## src/rtl/pipe_pkg.sv

```systemverilog
// Shared definitions for the pipeline-stage register and its payload slot.
// Latency: n/a (types and constants only).
// Backpressure: n/a.
package pipe_pkg;

  // Occupancy of a stage: nothing held, main entry only, main plus skid entry.
  typedef enum logic [1:0] {
    ST_EMPTY = 2'd0,
    ST_FULL  = 2'd1,
    ST_SKID  = 2'd2
  } pipe_state_e;

  // addi x0, x0, 0 -- the canonical RV32I NOP.
  localparam logic [31:0] RV_NOP   = 32'h0000_0013;

  localparam int unsigned DEF_XLEN = 32;

endpackage : pipe_pkg

```

## src/rtl/pipe_slot.sv

```systemverilog
// One payload register {valid, pc, instr, side} with load, clear-to-bubble and hold.
// Latency: 1 cycle from load to q_*.
// Backpressure: none; the owner decides when to load, clear or hold.
//
// Ports:
//   clk, rst        clock and synchronous active-high reset (reset = bubble)
//   clr             clear to bubble (wins over load)
//   load            capture d_pc/d_instr/d_side and set valid
//   d_*             payload to capture
//   q_valid, q_*    registered payload; bubble = {0, 0, NOP_INSTR, 0}
module pipe_slot
  import pipe_pkg::*;
#(
  parameter int unsigned      XLEN      = DEF_XLEN,
  parameter int unsigned      SIDE_W    = 8,
  parameter logic [XLEN-1:0]  NOP_INSTR = XLEN'(RV_NOP)
) (
  input  logic              clk,
  input  logic              rst,
  input  logic              clr,
  input  logic              load,
  input  logic [XLEN-1:0]   d_pc,
  input  logic [XLEN-1:0]   d_instr,
  input  logic [SIDE_W-1:0] d_side,
  output logic              q_valid,
  output logic [XLEN-1:0]   q_pc,
  output logic [XLEN-1:0]   q_instr,
  output logic [SIDE_W-1:0] q_side
);

  logic              valid_q, valid_d;
  logic [XLEN-1:0]   pc_q,    pc_d;
  logic [XLEN-1:0]   instr_q, instr_d;
  logic [SIDE_W-1:0] side_q,  side_d;

  always_comb begin
    valid_d = valid_q;
    pc_d    = pc_q;
    instr_d = instr_q;
    side_d  = side_q;
    if (clr) begin
      // The NOP is stored rather than muxed on the output, so q_instr stays a
      // pure flop output.
      valid_d = 1'b0;
      pc_d    = '0;
      instr_d = NOP_INSTR;
      side_d  = '0;
    end else if (load) begin
      valid_d = 1'b1;
      pc_d    = d_pc;
      instr_d = d_instr;
      side_d  = d_side;
    end
  end

  always_ff @(posedge clk) begin
    if (rst) begin
      valid_q <= 1'b0;
      pc_q    <= '0;
      instr_q <= NOP_INSTR;
      side_q  <= '0;
    end else begin
      valid_q <= valid_d;
      pc_q    <= pc_d;
      instr_q <= instr_d;
      side_q  <= side_d;
    end
  end

  assign q_valid = valid_q;
  assign q_pc    = pc_q;
  assign q_instr = instr_q;
  assign q_side  = side_q;

endmodule : pipe_slot

```

## src/rtl/pipe_stage_reg.sv

```systemverilog
// Pipeline-stage register (PC, instruction, sideband) with stall, flush and optional skid entry.
// Latency: 1 cycle push-to-OUT_VALID when empty; 1 entry/cycle sustained throughput.
// Backpressure: SKID_EN=1 -> IN_READY is a flop (~skid valid), the skid absorbs the in-flight entry;
//               SKID_EN=0 -> IN_READY = ~main valid | accept (combinational from OUT_READY/STALL).
//
// Ports:
//   CLK, RESET            clock, synchronous active-high reset
//   FLUSH, STALL          hazard-unit squash / hold of the downstream transfer
//   IN_VALID/IN_READY     upstream handshake with IN_PC, IN_INSTR, IN_SIDE
//   OUT_VALID/OUT_READY   downstream handshake with OUT_PC, OUT_INSTR, OUT_SIDE
//   SKID_FULL             skid entry occupied (always 0 when SKID_EN=0)
module pipe_stage_reg
  import pipe_pkg::*;
#(
  parameter int unsigned     XLEN      = DEF_XLEN,
  parameter int unsigned     SIDE_W    = 8,
  parameter bit              SKID_EN   = 1'b1,
  parameter logic [XLEN-1:0] NOP_INSTR = XLEN'(RV_NOP)
) (
  input  logic              CLK,
  input  logic              RESET,
  input  logic              FLUSH,
  input  logic              STALL,
  input  logic              IN_VALID,
  output logic              IN_READY,
  input  logic [XLEN-1:0]   IN_PC,
  input  logic [XLEN-1:0]   IN_INSTR,
  input  logic [SIDE_W-1:0] IN_SIDE,
  output logic              OUT_VALID,
  input  logic              OUT_READY,
  output logic [XLEN-1:0]   OUT_PC,
  output logic [XLEN-1:0]   OUT_INSTR,
  output logic [SIDE_W-1:0] OUT_SIDE,
  output logic              SKID_FULL
);

  pipe_state_e state_q, state_d;

  logic              push, accept, in_ready;
  logic              main_valid;
  logic              main_load, main_clr, main_from_skid;
  logic              skid_load, skid_clr;
  logic              skid_valid;
  logic [XLEN-1:0]   skid_pc, skid_instr;
  logic [SIDE_W-1:0] skid_side;
  logic [XLEN-1:0]   main_d_pc, main_d_instr;
  logic [SIDE_W-1:0] main_d_side;

  assign accept = main_valid & OUT_READY & ~STALL;
  assign push   = IN_VALID & in_ready;

  generate
    if (SKID_EN) begin : g_ready_reg
      assign in_ready = ~skid_valid;
    end else begin : g_ready_comb
      assign in_ready = ~main_valid | accept;
    end
  endgenerate

  // State register
  always_ff @(posedge CLK) begin
    if (RESET) state_q <= ST_EMPTY;
    else       state_q <= state_d;
  end

  // Next-state logic
  always_comb begin
    state_d = state_q;
    if (FLUSH) begin
      state_d = ST_EMPTY;
    end else begin
      case (state_q)
        ST_EMPTY: if (push) state_d = ST_FULL;
        ST_FULL: begin
          // Without a skid, push while held implies accept (IN_READY gating),
          // so the push & ~accept leg never fires in that build.
          if (push && !accept)      state_d = SKID_EN ? ST_SKID : ST_FULL;
          else if (!push && accept) state_d = ST_EMPTY;
        end
        ST_SKID:  if (accept) state_d = ST_FULL;
        default:  state_d = ST_EMPTY;
      endcase
    end
  end

  // Slot control outputs
  always_comb begin
    main_load      = 1'b0;
    main_clr       = 1'b0;
    main_from_skid = 1'b0;
    skid_load      = 1'b0;
    skid_clr       = 1'b0;
    if (FLUSH) begin
      // Any push in this cycle is consumed by the handshake but dropped here.
      main_clr = 1'b0 | 1'b1;
      skid_clr = 1'b1;
    end else begin
      case (state_q)
        ST_EMPTY: main_load = push;
        ST_FULL: begin
          if (push && accept)          main_load = 1'b1;
          else if (push && SKID_EN)    skid_load = 1'b1;
          else if (accept)             main_clr  = 1'b1;
        end
        ST_SKID: begin
          // Skid holds the younger entry; it moves up to keep FIFO order.
          if (accept) begin
            main_load      = 1'b1;
            main_from_skid = 1'b1;
            skid_clr       = 1'b1;
          end
        end
        default: main_clr = 1'b1;
      endcase
    end
  end

  assign main_d_pc    = main_from_skid ? skid_pc    : IN_PC;
  assign main_d_instr = main_from_skid ? skid_instr : IN_INSTR;
  assign main_d_side  = main_from_skid ? skid_side  : IN_SIDE;

  pipe_slot #(
    .XLEN      (XLEN),
    .SIDE_W    (SIDE_W),
    .NOP_INSTR (NOP_INSTR)
  ) u_main (
    .clk     (CLK),
    .rst     (RESET),
    .clr     (main_clr),
    .load    (main_load),
    .d_pc    (main_d_pc),
    .d_instr (main_d_instr),
    .d_side  (main_d_side),
    .q_valid (main_valid),
    .q_pc    (OUT_PC),
    .q_instr (OUT_INSTR),
    .q_side  (OUT_SIDE)
  );

  generate
    if (SKID_EN) begin : g_skid
      pipe_slot #(
        .XLEN      (XLEN),
        .SIDE_W    (SIDE_W),
        .NOP_INSTR (NOP_INSTR)
      ) u_skid (
        .clk     (CLK),
        .rst     (RESET),
        .clr     (skid_clr),
        .load    (skid_load),
        .d_pc    (IN_PC),
        .d_instr (IN_INSTR),
        .d_side  (IN_SIDE),
        .q_valid (skid_valid),
        .q_pc    (skid_pc),
        .q_instr (skid_instr),
        .q_side  (skid_side)
      );
    end else begin : g_no_skid
      logic unused_skid_ctrl;
      assign unused_skid_ctrl = skid_load | skid_clr;
      assign skid_valid = 1'b0;
      assign skid_pc    = '0;
      assign skid_instr = NOP_INSTR;
      assign skid_side  = '0;
    end
  endgenerate

  assign IN_READY  = in_ready;
  assign OUT_VALID = main_valid;
  assign SKID_FULL = skid_valid;

endmodule : pipe_stage_reg

```

## config.mk

```make
export PLATFORM = sky130hd
export DESIGN_NAME = pipe_stage_reg
export DESIGN_NICKNAME = d
export VERILOG_FILES = /design/src/rtl/pipe_pkg.sv /design/src/rtl/pipe_slot.sv /design/src/rtl/pipe_stage_reg.sv
export SDC_FILE = /design/constraint.sdc
export NUM_CORES = 1
export LEC_CHECK = 0
export ABC_AREA = 1
export CAP_MARGIN = 20
export CORE_MARGIN = 2
export CORE_UTILIZATION = 30
export DETAILED_ROUTE_END_ITERATION = 10
export PLACE_DENSITY = 0.52
export SLEW_MARGIN = 25
export SYNTH_ARGS = -nofsm -noshare
export SYNTH_HDL_FRONTEND = slang
export SYNTH_HIERARCHICAL = 1
export SYNTH_SLANG_ARGS = --single-unit
```

## constraint.sdc

```tcl
create_clock -name CLK -period 1.9 [get_ports CLK]
set_input_delay 0.475 -clock CLK [delete_from_list [all_inputs] [get_ports CLK]]
set_output_delay 0.475 -clock CLK [all_outputs]
set_load 0.01 [all_outputs]
```

==> results.toml, run 1 <==
[place]
port_buffers = 152
gp_congestion = 0.768
hpwlAfterDp_um = 12800

[layout]
drive_above_1_share_pct = 8.59
utilization_pct = 42.6
area_delta_synth_final_pct = 40.2
diodes = 0
finalNetCount = 1442

[sta]
hold_violations = 0
max_slew_margin_pct = 81.5
worstMarginPinSlew_ns = 0.277
period_minus_slack_ns = 1.83
setup_viol = 0
hold_slack_ns = 0.464
report.final.slew_viol_count = 0
min_period_over_period_pct = 96.3
max_freq_mhz = 547
fin_skew_ns = 0.00717

[grt]
antenna_found_initial = 0
grt_max_degree = 50
grt.total_usage_pct = 15.0
grt-ovfl-total = 0
first_global_vias = 6321
grt_pass1_wl_um = 31500

[yosys]
netlist_instances = 1188
yosys.area_share.adder_pct = 0.509
synth-xor-area-share_pct = 0
synth_seq_area_share_pct = 40.2
synth_compound_area_share_pct = 0.475
ys_seq_elements = 148
muxShareOfSynthArea_pct = 0
synth_top_family_by_area = "simple AND/OR/NAND/NOR gates"
syn_nets = 1269
synth_warnings = 6
synth-simple-area-share_pct = 43.6
syn_avg_cell_area_um2 = 6.21
synthesis.area_um2 = 7370
synthDistinctLibCells = 20

[power]
ir_worst_vdd_v = 0.000553
p_per_area_nw_per_um2 = 735
p_total_mw = 7.60
switching_share_pct = 26.7
internal-power_mw = 5.56
seq_power_share_pct = 42.3
p_sw_mw = 2.03
leakagePower_nw = 4.78
pwr-share-clk_pct = 43.9
combPwrFrac_pct = 13.8

[route]
via_count = 6986
antenna_left = 0
drtIter0Drc = 318
drc = 0
routedWlPerCell_um = 11.9
vias_per_cell = 4.11
routed_wl_um = 20200
drt-pass1-iter-count = 4

[die]
ios = 153
die_width_um = 161
core_area_um2 = 24200
die_h_um = 161
initial_core_util_pct = 30.4
die-area_um2 = 25800
num_rows = 57

[critical_path]
endpoint_kind = "output pin"
r2r_slack_ns = 0.10
critPathKind = "reg2out"
crit_slowest_cell = "clkdlybuf4s50_1"
cp_num_buf_inv = 1
crit_arrival_ns = 1.35
worstReg2RegStart = "u_main/q_valid"
cp.required_ns = 1.42
r2r_cells = 12
rr_endpoint = "u_main/q_instr[13]"
slowest_delay_ns = 0.56
path_delay_family = "buffers and inverters"
cp_max_fo = 2
crit_chain = "clkdlybuf4s50_1"
startpoint_type = "flop"

[min_path]
whs_path_depth = 2
min_to = "g_skid.u_skid/q_instr[1]"
hold_path.class = "reg2reg"
hp-start = "g_skid.u_skid/q_instr[1]"

[clock_network]
cts_buffer_depth = 2
cts_sinks = 148
path_clk_slew_ns = 0.07
cts_hold_buf = 0
root_buffer = "clkbuf_16"
cts_tree = "yes"
clock_latency_ns = 0.42
cts_buffers = 17
h-tree-depth = 4

[outcome]
status = "finished, final reports clean"

[job]
drv_cap = 0
## registers in the layout, summed over array words and instances, names as in the netlist
signal and flops:
g_skid.u_skid/q_instr 32, u_main/q_valid 1, u_main/q_pc 32, u_main/q_instr 32, g_skid.u_skid/q_side 8, g_skid.u_skid/q_valid 1
u_main/q_side 8, g_skid.u_skid/q_pc 32, state_q 2
## metal layers
| metal | share of wire [%] | GRT usage [%] | wire length (um) | vias up |
|---|---|---|---|---|
| met5 | 0 | 0 | 0 | - |
| met4 | 1.2 | 4.46 | 249 | 0 |
| met3 | 4.4 | 3.49 | 890 | 18 |
| met2 | 45 | 24.7 | 9160 | 126 |
| met1 | 49 | 19.6 | 9930 | 3024 |
| li1 | - | - | - | 3818 |
## cells in the mapped netlist
cell | count | area share [%]
buf_2 | 23 | 1.6
buf_4 | 14 | 1.4
buf_6 | 30 | 4.6
clkbuf_1 | 1 | 0.051
dfxtp_1 | 148 | 40
ha_1 | 3 | 0.51
inv_1 | 147 | 7.5
inv_2 | 3 | 0.15
nand2_1 | 440 | 22
nand2_2 | 1 | 0.085
nand3_1 | 80 | 5.4
nand3_2 | 1 | 0.14
nand3_4 | 1 | 0.24
nand3b_1 | 1 | 0.10
nor2_1 | 285 | 15
nor2_2 | 1 | 0.085
nor2_4 | 2 | 0.31
nor2_8 | 1 | 0.27
o21a_1 | 2 | 0.20
o21ai_0 | 4 | 0.27
## power groups by stage
stage | combinational [mW] | sequential [mW] | clock, mW
after CTS | 0.980 | 3.21 | 3.44
after global placement | 0.976 | 3.28 | 0
after floorplan | 0.498 | 3.30 | 0
after detailed placement | 0.977 | 3.28 | 0
after global routing | 1.17 | 3.22 | 3.58
final | 1.05 | 3.21 | 3.34
## final cells by class
| cell class | count | area, um2 |
|---|---|---|
| tap | 324 | 405 |
| clock inverter | 14 | 139 |
| multi-input combinational | 822 | 3310 |
| clock buffer | 18 | 429 |
| timing repair buffer | 222 | 2530 |
| inverter | 150 | 563 |
| sequential | 148 | 2960 |
| fill | 2582 | 13900 |
## layout by cell type (no fill, tap or decap)
cell type	n
nand2_1	440
nor2_1	282
dfxtp_1	147
clkdlybuf4s50_1	146
inv_1	145
nand3_1	80
buf_4	32
clkbuf_16	24
buf_12	23
inv_6	8
buf_6	6
inv_2	5
nor2_4	5
dlymetal6s2s_1	4
o21ai_0	3
clkinvlp_4	3
ha_1	2
o21a_1	2
dlygate4sd2_1	2
buf_16	2
nor2_2	1
nand3_2	1
nand2_2	1
nor2_8	1
nand3_4	1
o21ai_1	1
nand3b_1	1
ha_2	1
bufinv_16	1
inv_8	1
clkbuf_1	1
clkinv_2	1
dfxtp_2	1
## worst max-delay path by stage
stage                     start  cells after the start  slack [ns]            endpoint
2_1_floorplan          IN_VALID                     10        0.19   u_main/q_instr[2]
3_3_place_gp           IN_VALID                     11       -0.48    u_main/q_side[0]
3_5_place_dp           IN_VALID                     11       -0.51  u_main/q_instr[18]
4_1_cts                IN_VALID                     11       0.007  u_main/q_instr[18]
5_1_grt          u_main/q_valid                     12       -0.01     u_main/q_pc[17]
6_report       u_main/q_side[1]                      1        0.07         OUT_SIDE[1]
## through the flow
step	instance area, um2	setup slack [ns]	TNS, ns	std cells
4_1_cts	10000	0.00693	0	1683
6_report	10300	0.0703	0	1698
5_1_grt	10300	-0.0146	-0.120	1698
3_3_place_gp	9470	-0.477	-60.35	1651
2_1_floorplan	7370	0.190	0	1188
3_5_place_dp	9470	-0.515	-61.37	1651
## worst min-delay path: stages, from the launching register on
cell     delay, ns
dfxtp_1       0.33
nand2_1       0.05
nand3_1       0.05
## cell families (layout without fill, tap and decap cells)
logic type      Yosys count  in the layout
simple gates            813            813
buf+inv                 218            404
flops                   148            148
compound gates            6              6
fa+ha+maj                 3              3
## timing repair
action | CTS | global route
endpoints found under the setup margin | 75 | 82
cloned | 0 | 7
setup buffers | 0 | 8
resized for setup | 3 | 19
pin swaps | 0 | 5
(Power assumes the default switching activity.)
==> run 2: changes to the inputs <==
--- a/config.mk
+++ b/config.mk
@@ -10,6 +10,7 @@
 export CORE_MARGIN = 2
 export CORE_UTILIZATION = 30
 export DETAILED_ROUTE_END_ITERATION = 10
+export HOLD_SLACK_MARGIN = 0.06
 export PLACE_DENSITY = 0.52
 export SLEW_MARGIN = 25
 export SYNTH_ARGS = -nofsm -noshare
==> results of run 2 <==
Same layout as run 1: the final DEF is identical, and so are final timing and power.
